<file path="src/rtl/sc_selftest_pkg.sv">
// Shared types and constants for the standard-cell self-test controller.
package sc_selftest_pkg;

    localparam int unsigned VEC_W = 3;
    localparam int unsigned OBS_W = 9;
    localparam int unsigned CNT_W = 4;

    // Bit positions of each cell output within OBS and the expected vector.
    localparam int unsigned OBS_INV    = 0;
    localparam int unsigned OBS_NAND2  = 1;
    localparam int unsigned OBS_NAND2B = 2;
    localparam int unsigned OBS_AND2   = 3;
    localparam int unsigned OBS_NOR2   = 4;
    localparam int unsigned OBS_NOR2B  = 5;
    localparam int unsigned OBS_OR2    = 6;
    localparam int unsigned OBS_BUFF   = 7;
    localparam int unsigned OBS_MUX2   = 8;

    typedef enum logic [2:0] {
        ST_IDLE,
        ST_DRIVE,
        ST_SETTLE,
        ST_CHECK,
        ST_FINISH
    } state_t;

    function automatic logic [CNT_W-1:0] sat_inc(input logic [CNT_W-1:0] v);
        return (v == '1) ? v : v + 1'b1;
    endfunction

endpackage

</file>
<file path="src/rtl/sc_selftest_golden.sv">
// Combinational golden model: stimulus {S,B,A} -> expected cell-bank outputs.
module sc_selftest_golden
    import sc_selftest_pkg::*;
(
    input  logic [VEC_W-1:0] vec_i,
    output logic [OBS_W-1:0] exp_o
);

    logic a;
    logic b;
    logic s;

    assign a = vec_i[0];
    assign b = vec_i[1];
    assign s = vec_i[2];

    always_comb begin
        exp_o             = '0;
        exp_o[OBS_INV]    = ~a;
        exp_o[OBS_NAND2]  = ~(a & b);
        exp_o[OBS_NAND2B] = ~(~a & b);
        exp_o[OBS_AND2]   = a & b;
        exp_o[OBS_NOR2]   = ~(a | b);
        exp_o[OBS_NOR2B]  = ~(~a | b);
        exp_o[OBS_OR2]    = a | b;
        exp_o[OBS_BUFF]   = a;
        exp_o[OBS_MUX2]   = s ? b : a;
    end

endmodule

</file>
<file path="src/rtl/sc_selftest_ctrl.sv">
// Self-test sequencer: sweeps all eight {S,B,A} vectors through a cell bank,
// compares the observed outputs against the golden model and records results.
module sc_selftest_ctrl
    import sc_selftest_pkg::*;
#(
    parameter int unsigned SETTLE_CYCLES = 2,
    parameter bit          STOP_ON_FAIL  = 1'b0
) (
    input  logic             CLK,
    input  logic             RESET_B,
    input  logic             START,
    input  logic [OBS_W-1:0] OBS,
    output logic             DUT_A,
    output logic             DUT_B,
    output logic             DUT_S,
    output logic             BUSY,
    output logic             DONE,
    output logic             PASS,
    output logic [VEC_W-1:0] FAIL_VEC,
    output logic [OBS_W-1:0] FAIL_MASK,
    output logic [CNT_W-1:0] ERR_COUNT
);

    localparam logic [CNT_W-1:0] SETTLE_LAST = CNT_W'(SETTLE_CYCLES - 1);

    state_t           state_q, state_d;
    logic [VEC_W-1:0] vec_q, vec_d;
    logic [CNT_W-1:0] settle_q, settle_d;
    logic [CNT_W-1:0] err_q, err_d;
    logic [VEC_W-1:0] fvec_q, fvec_d;
    logic [OBS_W-1:0] fmask_q, fmask_d;
    logic             done_q, done_d;
    logic             pass_q, pass_d;

    logic [OBS_W-1:0] expected;
    logic [OBS_W-1:0] diff;
    logic             mismatch;

    sc_selftest_golden u_golden (
        .vec_i (vec_q),
        .exp_o (expected)
    );

    assign diff     = expected ^ OBS;
    assign mismatch = |diff;

    always_ff @(posedge CLK) begin
        if (!RESET_B) begin
            state_q  <= ST_IDLE;
            vec_q    <= '0;
            settle_q <= '0;
            err_q    <= '0;
            fvec_q   <= '0;
            fmask_q  <= '0;
            done_q   <= 1'b0;
            pass_q   <= 1'b0;
        end else begin
            state_q  <= state_d;
            vec_q    <= vec_d;
            settle_q <= settle_d;
            err_q    <= err_d;
            fvec_q   <= fvec_d;
            fmask_q  <= fmask_d;
            done_q   <= done_d;
            pass_q   <= pass_d;
        end
    end

    always_comb begin
        state_d = state_q;
        case (state_q)
            ST_IDLE:   if (START) state_d = ST_DRIVE;
            ST_DRIVE:  state_d = ST_SETTLE;
            ST_SETTLE: if (settle_q == SETTLE_LAST) state_d = ST_CHECK;
            ST_CHECK: begin
                if (vec_q == '1 || (mismatch && STOP_ON_FAIL)) begin
                    state_d = ST_FINISH;
                end else begin
                    state_d = ST_DRIVE;
                end
            end
            ST_FINISH: state_d = ST_IDLE;
            default:   state_d = ST_IDLE;
        endcase
    end

    // The vector counter doubles as the stimulus register, so DUT inputs only
    // move on the edges that enter DRIVE (sweep start or CHECK -> DRIVE).
    always_comb begin
        vec_d    = vec_q;
        settle_d = settle_q;
        err_d    = err_q;
        fvec_d   = fvec_q;
        fmask_d  = fmask_q;
        done_d   = done_q;
        pass_d   = pass_q;
        case (state_q)
            ST_IDLE: begin
                if (START) begin
                    vec_d   = '0;
                    err_d   = '0;
                    fvec_d  = '0;
                    fmask_d = '0;
                    done_d  = 1'b0;
                    pass_d  = 1'b0;
                end
            end
            ST_DRIVE:  settle_d = '0;
            ST_SETTLE: settle_d = settle_q + 1'b1;
            ST_CHECK: begin
                if (mismatch) begin
                    err_d = sat_inc(err_q);
                    if (err_q == '0) begin
                        fvec_d  = vec_q;
                        fmask_d = diff;
                    end
                end
                if (state_d == ST_FINISH) begin
                    done_d = 1'b1;
                    pass_d = (err_d == '0);
                end else begin
                    vec_d = vec_q + 1'b1;
                end
            end
            default: ;
        endcase
    end

    always_comb begin
        BUSY      = (state_q == ST_DRIVE) || (state_q == ST_SETTLE) || (state_q == ST_CHECK);
        DUT_A     = vec_q[0];
        DUT_B     = vec_q[1];
        DUT_S     = vec_q[2];
        DONE      = done_q;
        PASS      = pass_q;
        FAIL_VEC  = fvec_q;
        FAIL_MASK = fmask_q;
        ERR_COUNT = err_q;
    end

endmodule

</file>
<file path="config.mk">
export PLATFORM = sky130hd
export DESIGN_NAME = sc_selftest_ctrl
export DESIGN_NICKNAME = d
export VERILOG_FILES = /design/src/rtl/sc_selftest_pkg.sv /design/src/rtl/sc_selftest_golden.sv /design/src/rtl/sc_selftest_ctrl.sv
export SDC_FILE = /design/constraint.sdc
export NUM_CORES = 1
export LEC_CHECK = 0
export BUFFER_PORTS_ARGS = -buffer_cell sky130_fd_sc_hd__buf_2
export CORE_UTILIZATION = 55
export DETAILED_ROUTE_END_ITERATION = 10
export PLACE_DENSITY = 0.8
export SYNTH_ARGS = -nofsm -noshare
export SYNTH_HDL_FRONTEND = slang
export SYNTH_SLANG_ARGS = --single-unit
</file>
<file path="constraint.sdc">
create_clock -name CLK -period 7.2 [get_ports CLK]
set_clock_uncertainty 0.1 [all_clocks]
set_input_delay 0.36 -clock CLK [delete_from_list [all_inputs] [get_ports CLK]]
set_output_delay 0.36 -clock CLK [all_outputs]
set_load 0.01 [all_outputs]
</file>
-- Word level (Yosys, flattened, before mapping)
Cells that the tools add are included.
- register bits: 28
- input port bits: 12
- output and inout bits: 22
- word-level logic and storage cells: 71
- add/sub/neg operators: 3
- equal/unequal tests: 12
- multiplexer cells: 26
- bitwise operators: 10
- reduce and logical (&&, ||, !) cells: 12
- operators with widths (operator ; number):
    $mux W9 ; 3
    $mux W3 ; 7
    $pmux W9 S2 ; 1
    $mux W4 ; 4
    $pmux W4 S2 ; 2
    $pmux W3 S2 ; 2
    $pmux W3 S4 ; 1
    $ne A2 B2 Y1 const B ; 5
    $reduce_or A9 Y1 ; 1
    $xor A9 B9 Y9 ; 1
    $add A4 B1 Y4 const B ; 2
    $logic_not A4 Y1 ; 2
    $eq A3 B2 Y1 const B ; 2
    $eq A3 B3 Y1 const B ; 2
    $reduce_and A3 Y1 ; 2
    $not A1 Y1 ; 5
    $eq A4 B1 Y1 const B ; 1
    $eq A4 B4 Y1 const B ; 1
    $mux W1 ; 4
    $pmux W1 S2 ; 2
    $reduce_and A4 Y1 ; 1
    $reduce_bool A2 Y1 ; 2
    $add A3 B1 Y3 const B ; 1
    $eq A3 B1 Y1 const B ; 1
    5 further kinds ; 8

-- Logic depth before layout (Yosys ltp)
- depth in word-level cells: 10
- mapped depth: 9
- gate-level depth less buffers: 7

-- Hierarchy
Synthesis repeated with hierarchy kept, for this count alone.
- cell total of the unflattened synthesis: 158
- area total of the unflattened synthesis: 1476.4 µm²
- by module, submodules not included (module ; instances ; cells an instance ; area an instance (µm²) ; seq. area each (µm²)):
    sc_selftest_ctrl ; 1 ; 149 ; 1420.1 ; 560.5
    sc_selftest_golden ; 1 ; 9 ; 56.3 ; 0.0

-- Least setup slack after synthesis
Ideal clock, no wire load.
- path type: reg-to-reg
- start: reg vec_q[0]
- end: reg fmask_q[2], in the netlist FAIL_MASK[2]
- setup time: 0.072 ns
- data arrival time: 2.174 ns
- required time: 7.028 ns
- slack: 4.854 ns
- stages on the path, launching flop included: 10
- buffers on the path: 2
- period minus slack after synthesis: 2.346 ns
- cell sequence: dfxtp_1 buf_6 inv_1 ha_1 nor3b_1 o22ai_2 o31a_4 a31oi_4 buf_8 mux2i_1
- word-level cells in the longest chain between the ends: 7
- elaborated cells between the ends (all ways): 17
- those cells by class: eq/ne: 1; mux: 4; bitwise: 10; reduce/logical: 2
- ends and longest elaborated chain (what ; RTL line ; RTL):
    start, declared ; sc_selftest_ctrl.sv:27 ; logic [VEC_W-1:0] vec_q, vec_d;
    start signal, assigned ; sc_selftest_ctrl.sv:59 ; vec_q <= vec_d;
    $not A1 Y1 ; sc_selftest_golden.sv:19, sc_selftest_golden.sv:21, sc_selftest_golden.sv:24 ;
    $and A1 B1 Y1 / $or A1 B1 Y1 (equally long branches) ; sc_selftest_golden.sv:21, sc_selftest_golden.sv:24 ;
    $not A1 Y1 (on tied branches) ; sc_selftest_golden.sv:21, sc_selftest_golden.sv:24 ;
    $xor A9 B9 Y9 * ; sc_selftest_ctrl.sv:44 ; assign diff = expected ^ OBS;
    $reduce_or A9 Y1 / $mux W9 (equally long branches) ; sc_selftest_ctrl.sv:45, sc_selftest_ctrl.sv:113 ;
    $ne A2 B2 Y1 (no source line) / $mux W9 (equally long branches) ; n/a ;
    $reduce_and A4 Y1 (no source line) / $pmux W9 S2 (equally long branches) ; n/a ;
    end signal, assigned ; sc_selftest_ctrl.sv:63 ; fmask_q <= fmask_d;
    end, declared ; sc_selftest_ctrl.sv:31 ; logic [OBS_W-1:0] fmask_q, fmask_d;
Every way passes the cells marked *; elsewhere a longest branch is shown, timed or not. The select of a mux whose other input is x is not followed.
A chain may end at the register's enable or synchronous reset.

-- Worst setup path in the final report
Same ends and word-level chain as after synthesis.

==> impl_metrics.toml <==
[place]
place_congestion = 0.784
portBuffers = 33
hpwlAfterDp_um = 2450
place_ws_ps = 4480

[sta]
hold_ws_ps = 259
rsz0062_at_grt = "false"
period_needed_ps = 2750
setup_ws_ps = 4450
fmax_ghz = 0.363
finalSetupViolCount = 0
timing.setup.tns_ps = 0
max_slew_margin = 0.562
tightestPinTransition_ps = 658
min_period_over_period = 0.382
slew_viol_final = 0
hold_viol_final = 0

[clock_tree]
cts_sinks = 28
hold_buffers = 0
cts_buffers = 3
clk-insertion-delay-late_ps = 330
clockBufferDepth = 2
clk_pin_slew_ps = 150
cts_root_buf = "clkbuf_4"
cts_tree = "yes"
cts-resized-gates = 0
post_cts_buffers = 0
htreeDepth = 1

[global_routing]
antenna_found_initial = 0
grt_usage = 0.225
grt_pass1_vias = 1305
grt_pass1_wl_um = 5830
grt-ovfl-total = 0
grt_max_degree = 43

[cells_and_area]
syn2layout_area_growth_pct = 10.9
final_core_util = 0.659
antenna_cells = 0
fin_nets = 247
fillers = 258
layout-drive-gt1-share = 0.209

[critical_path]
reg2reg_from = "vec_q[0]"
start_kind = "register"
r2r_end = "FAIL_MASK[2]"
rrSetupSlack_ps = 4450
crit_fanout = 13
worstPathRequired_ps = 7360
end_kind = "register"
worstPathArrival_ps = 2920
reg2reg_depth = 7
path_class = "reg2reg"

[detailed_routing]
routed-wl-met2_um = 1600
wl_met1_um = 1680
drt_pre_antenna_iters = 7
vias_per_cell = 5.70
wl_met3_um = 100
drt_iter0_drc = 70
ant_nets = 0
wire_per_inst_um = 13.3
top_layer_used = "met4"
drcViolationCount = 7
vias = 1458
wirelength_um = 3410

[power]
pwr-share-clk = 0.268
ir_drop_uv = 76.4
power.density_nw_per_um2 = 153
p_sw_frac = 0.271
p_switching_w = 0.0000777
p_comb_frac = 0.159
p_leak_nw = 0.791
p_int_w = 0.000209
seqPwrFrac = 0.573

[run]
max_cap_violations = 0

[yosys]
avgSynthCellArea_um2 = 8.49
synth_top_area_share = 0.333
netlist_instances = 198
netlist_top_cells_area = "dfxtp_1 33%, mux2i_1 8.9%, ha_1 6.7%"
syn_area_um2 = 1680
synth_top_area_cell = "dfxtp_1"
yosysWarningCount = 0
yosys.cell_types.count = 43
ys_seq_area_frac = 0.333
async_reset_ff_frac = 0
ys.flop_type = "dfxtp_1"
synth.net_count = 219
synth_edf_count = 0
ys_seq_elements = 28

[die]
fp.dieW_um = 57.3
die_area_um2 = 3280
die_h_um = 57.3
core-area_um2 = 2830
row_count = 19
boundaryPins = 34
start_util = 0.594

[worst_hold_path]
hold_start = "OBS[0]"
hold_path_class = "in2reg"
hold_depth = 4
min_to = "FAIL_MASK[0]"

[run_status]
violations = "design-rule violations"
run_status = "finished, violations left"
-- cells in the final DEF, fill, tap and decap left out, drive strengths merged, types with 2 or more instances in the layout --
cell type  count
buf           34
a31oi          3
a21boi         5
nor2          14
and3b          3
nand2         27
ha             9
o31a           2
inv            7
a41oi          2
o21ai         12
xnor2          6
nand3         12
clkbuf         4
xor2           4
nor3b          3
nand4          3
and2           6
a21oi          6
o22ai          3
nor3           3
o31ai          4
dfxtp         28
mux2i         15
-- power by group through the flow --
stage                     clock network, W   logic, W  registers [W]
after detailed placement                 0  0.0000455       0.000167
after global placement                   0  0.0000452       0.000167
after global routing             0.0000851  0.0000505       0.000165
after floorplan                          0  0.0000405       0.000164
final                            0.0000768  0.0000455       0.000164
after CTS                        0.0000785  0.0000458       0.000164
-- metrics by stage --
stage	power, W	cells	instance area (µm²)
global placement	0.000213	252	1830
floorplan	0.000204	198	1680
CTS	0.000288	256	1870
global route	0.000301	256	1870
detailed placement	0.000213	252	1830
finish	0.000286	256	1870
-- state kept, by name, indices dropped and copies added, names as in the netlist --
name,count
DONE,1
ERR_COUNT,4
FAIL_MASK,9
FAIL_VEC,3
PASS,1
settle_q,4
state_q,3
vec_q,3
-- worst max-delay path by stage --
stage / start / endpoint / slack [ps]
after floorplan: vec_q[0] / FAIL_MASK[2] / 4850
after global placement: vec_q[0] / FAIL_MASK[0] / 4580
after detailed placement: vec_q[0] / FAIL_MASK[2] / 4480
after CTS: vec_q[0] / FAIL_MASK[2] / 4440
after global routing: vec_q[0] / FAIL_VEC[2] / 4250
final: vec_q[0] / FAIL_MASK[2] / 4450
-- cell type report --
type	instances	area (µm²)	area share
Clock buffer	4	36.3	0.0195
Multi-Input combinational cell	152	1030	0.553
Sequential cell	28	561	0.300
Tap cell	31	38.8	0.0208
Timing Repair Buffer	34	173	0.0926
Inverter	7	26.3	0.0141
-- synthesized netlist by cell type, types with 3 or more instances --
cell / n
dfxtp_1: 28
nand2_1: 27
mux2i_1: 15
nor2_1: 14
nand3_1: 12
o21ai_0: 12
ha_1: 9
clkbuf_1: 7
inv_1: 7
a21oi_1: 6
xnor2_1: 6
a21boi_0: 5
and2_1: 5
o31ai_1: 4
xor2_1: 4
nand4_1: 3
nor3_1: 3
-- layer usage --
metal	GRT usage	vias up
li1	-	751
met3	0.0295	4
met2	0.370	34
met4	0.0592	0
met1	0.312	669
met5	0	-
-- logic make-up after synthesis --
group	synth area share
and+or+nand+nor	0.228
muxes	0.0960
xor gates and xnor gates	0.0521
DFF	0.333
AOI/OAI and AO/OA	0.170
adders and majority gates	0.0670
buffers and inverters	0.0536
-- critical path: stages (launching register included) --
cell     delay [ps]
dfxtp_1         630
inv_1           130
ha_1            280
nor3b_1         260
o22ai_2         130
o31a_4          400
a31oi_4         500
mux2i_1         260
Note: power is estimated with default switching activity, not from simulation.
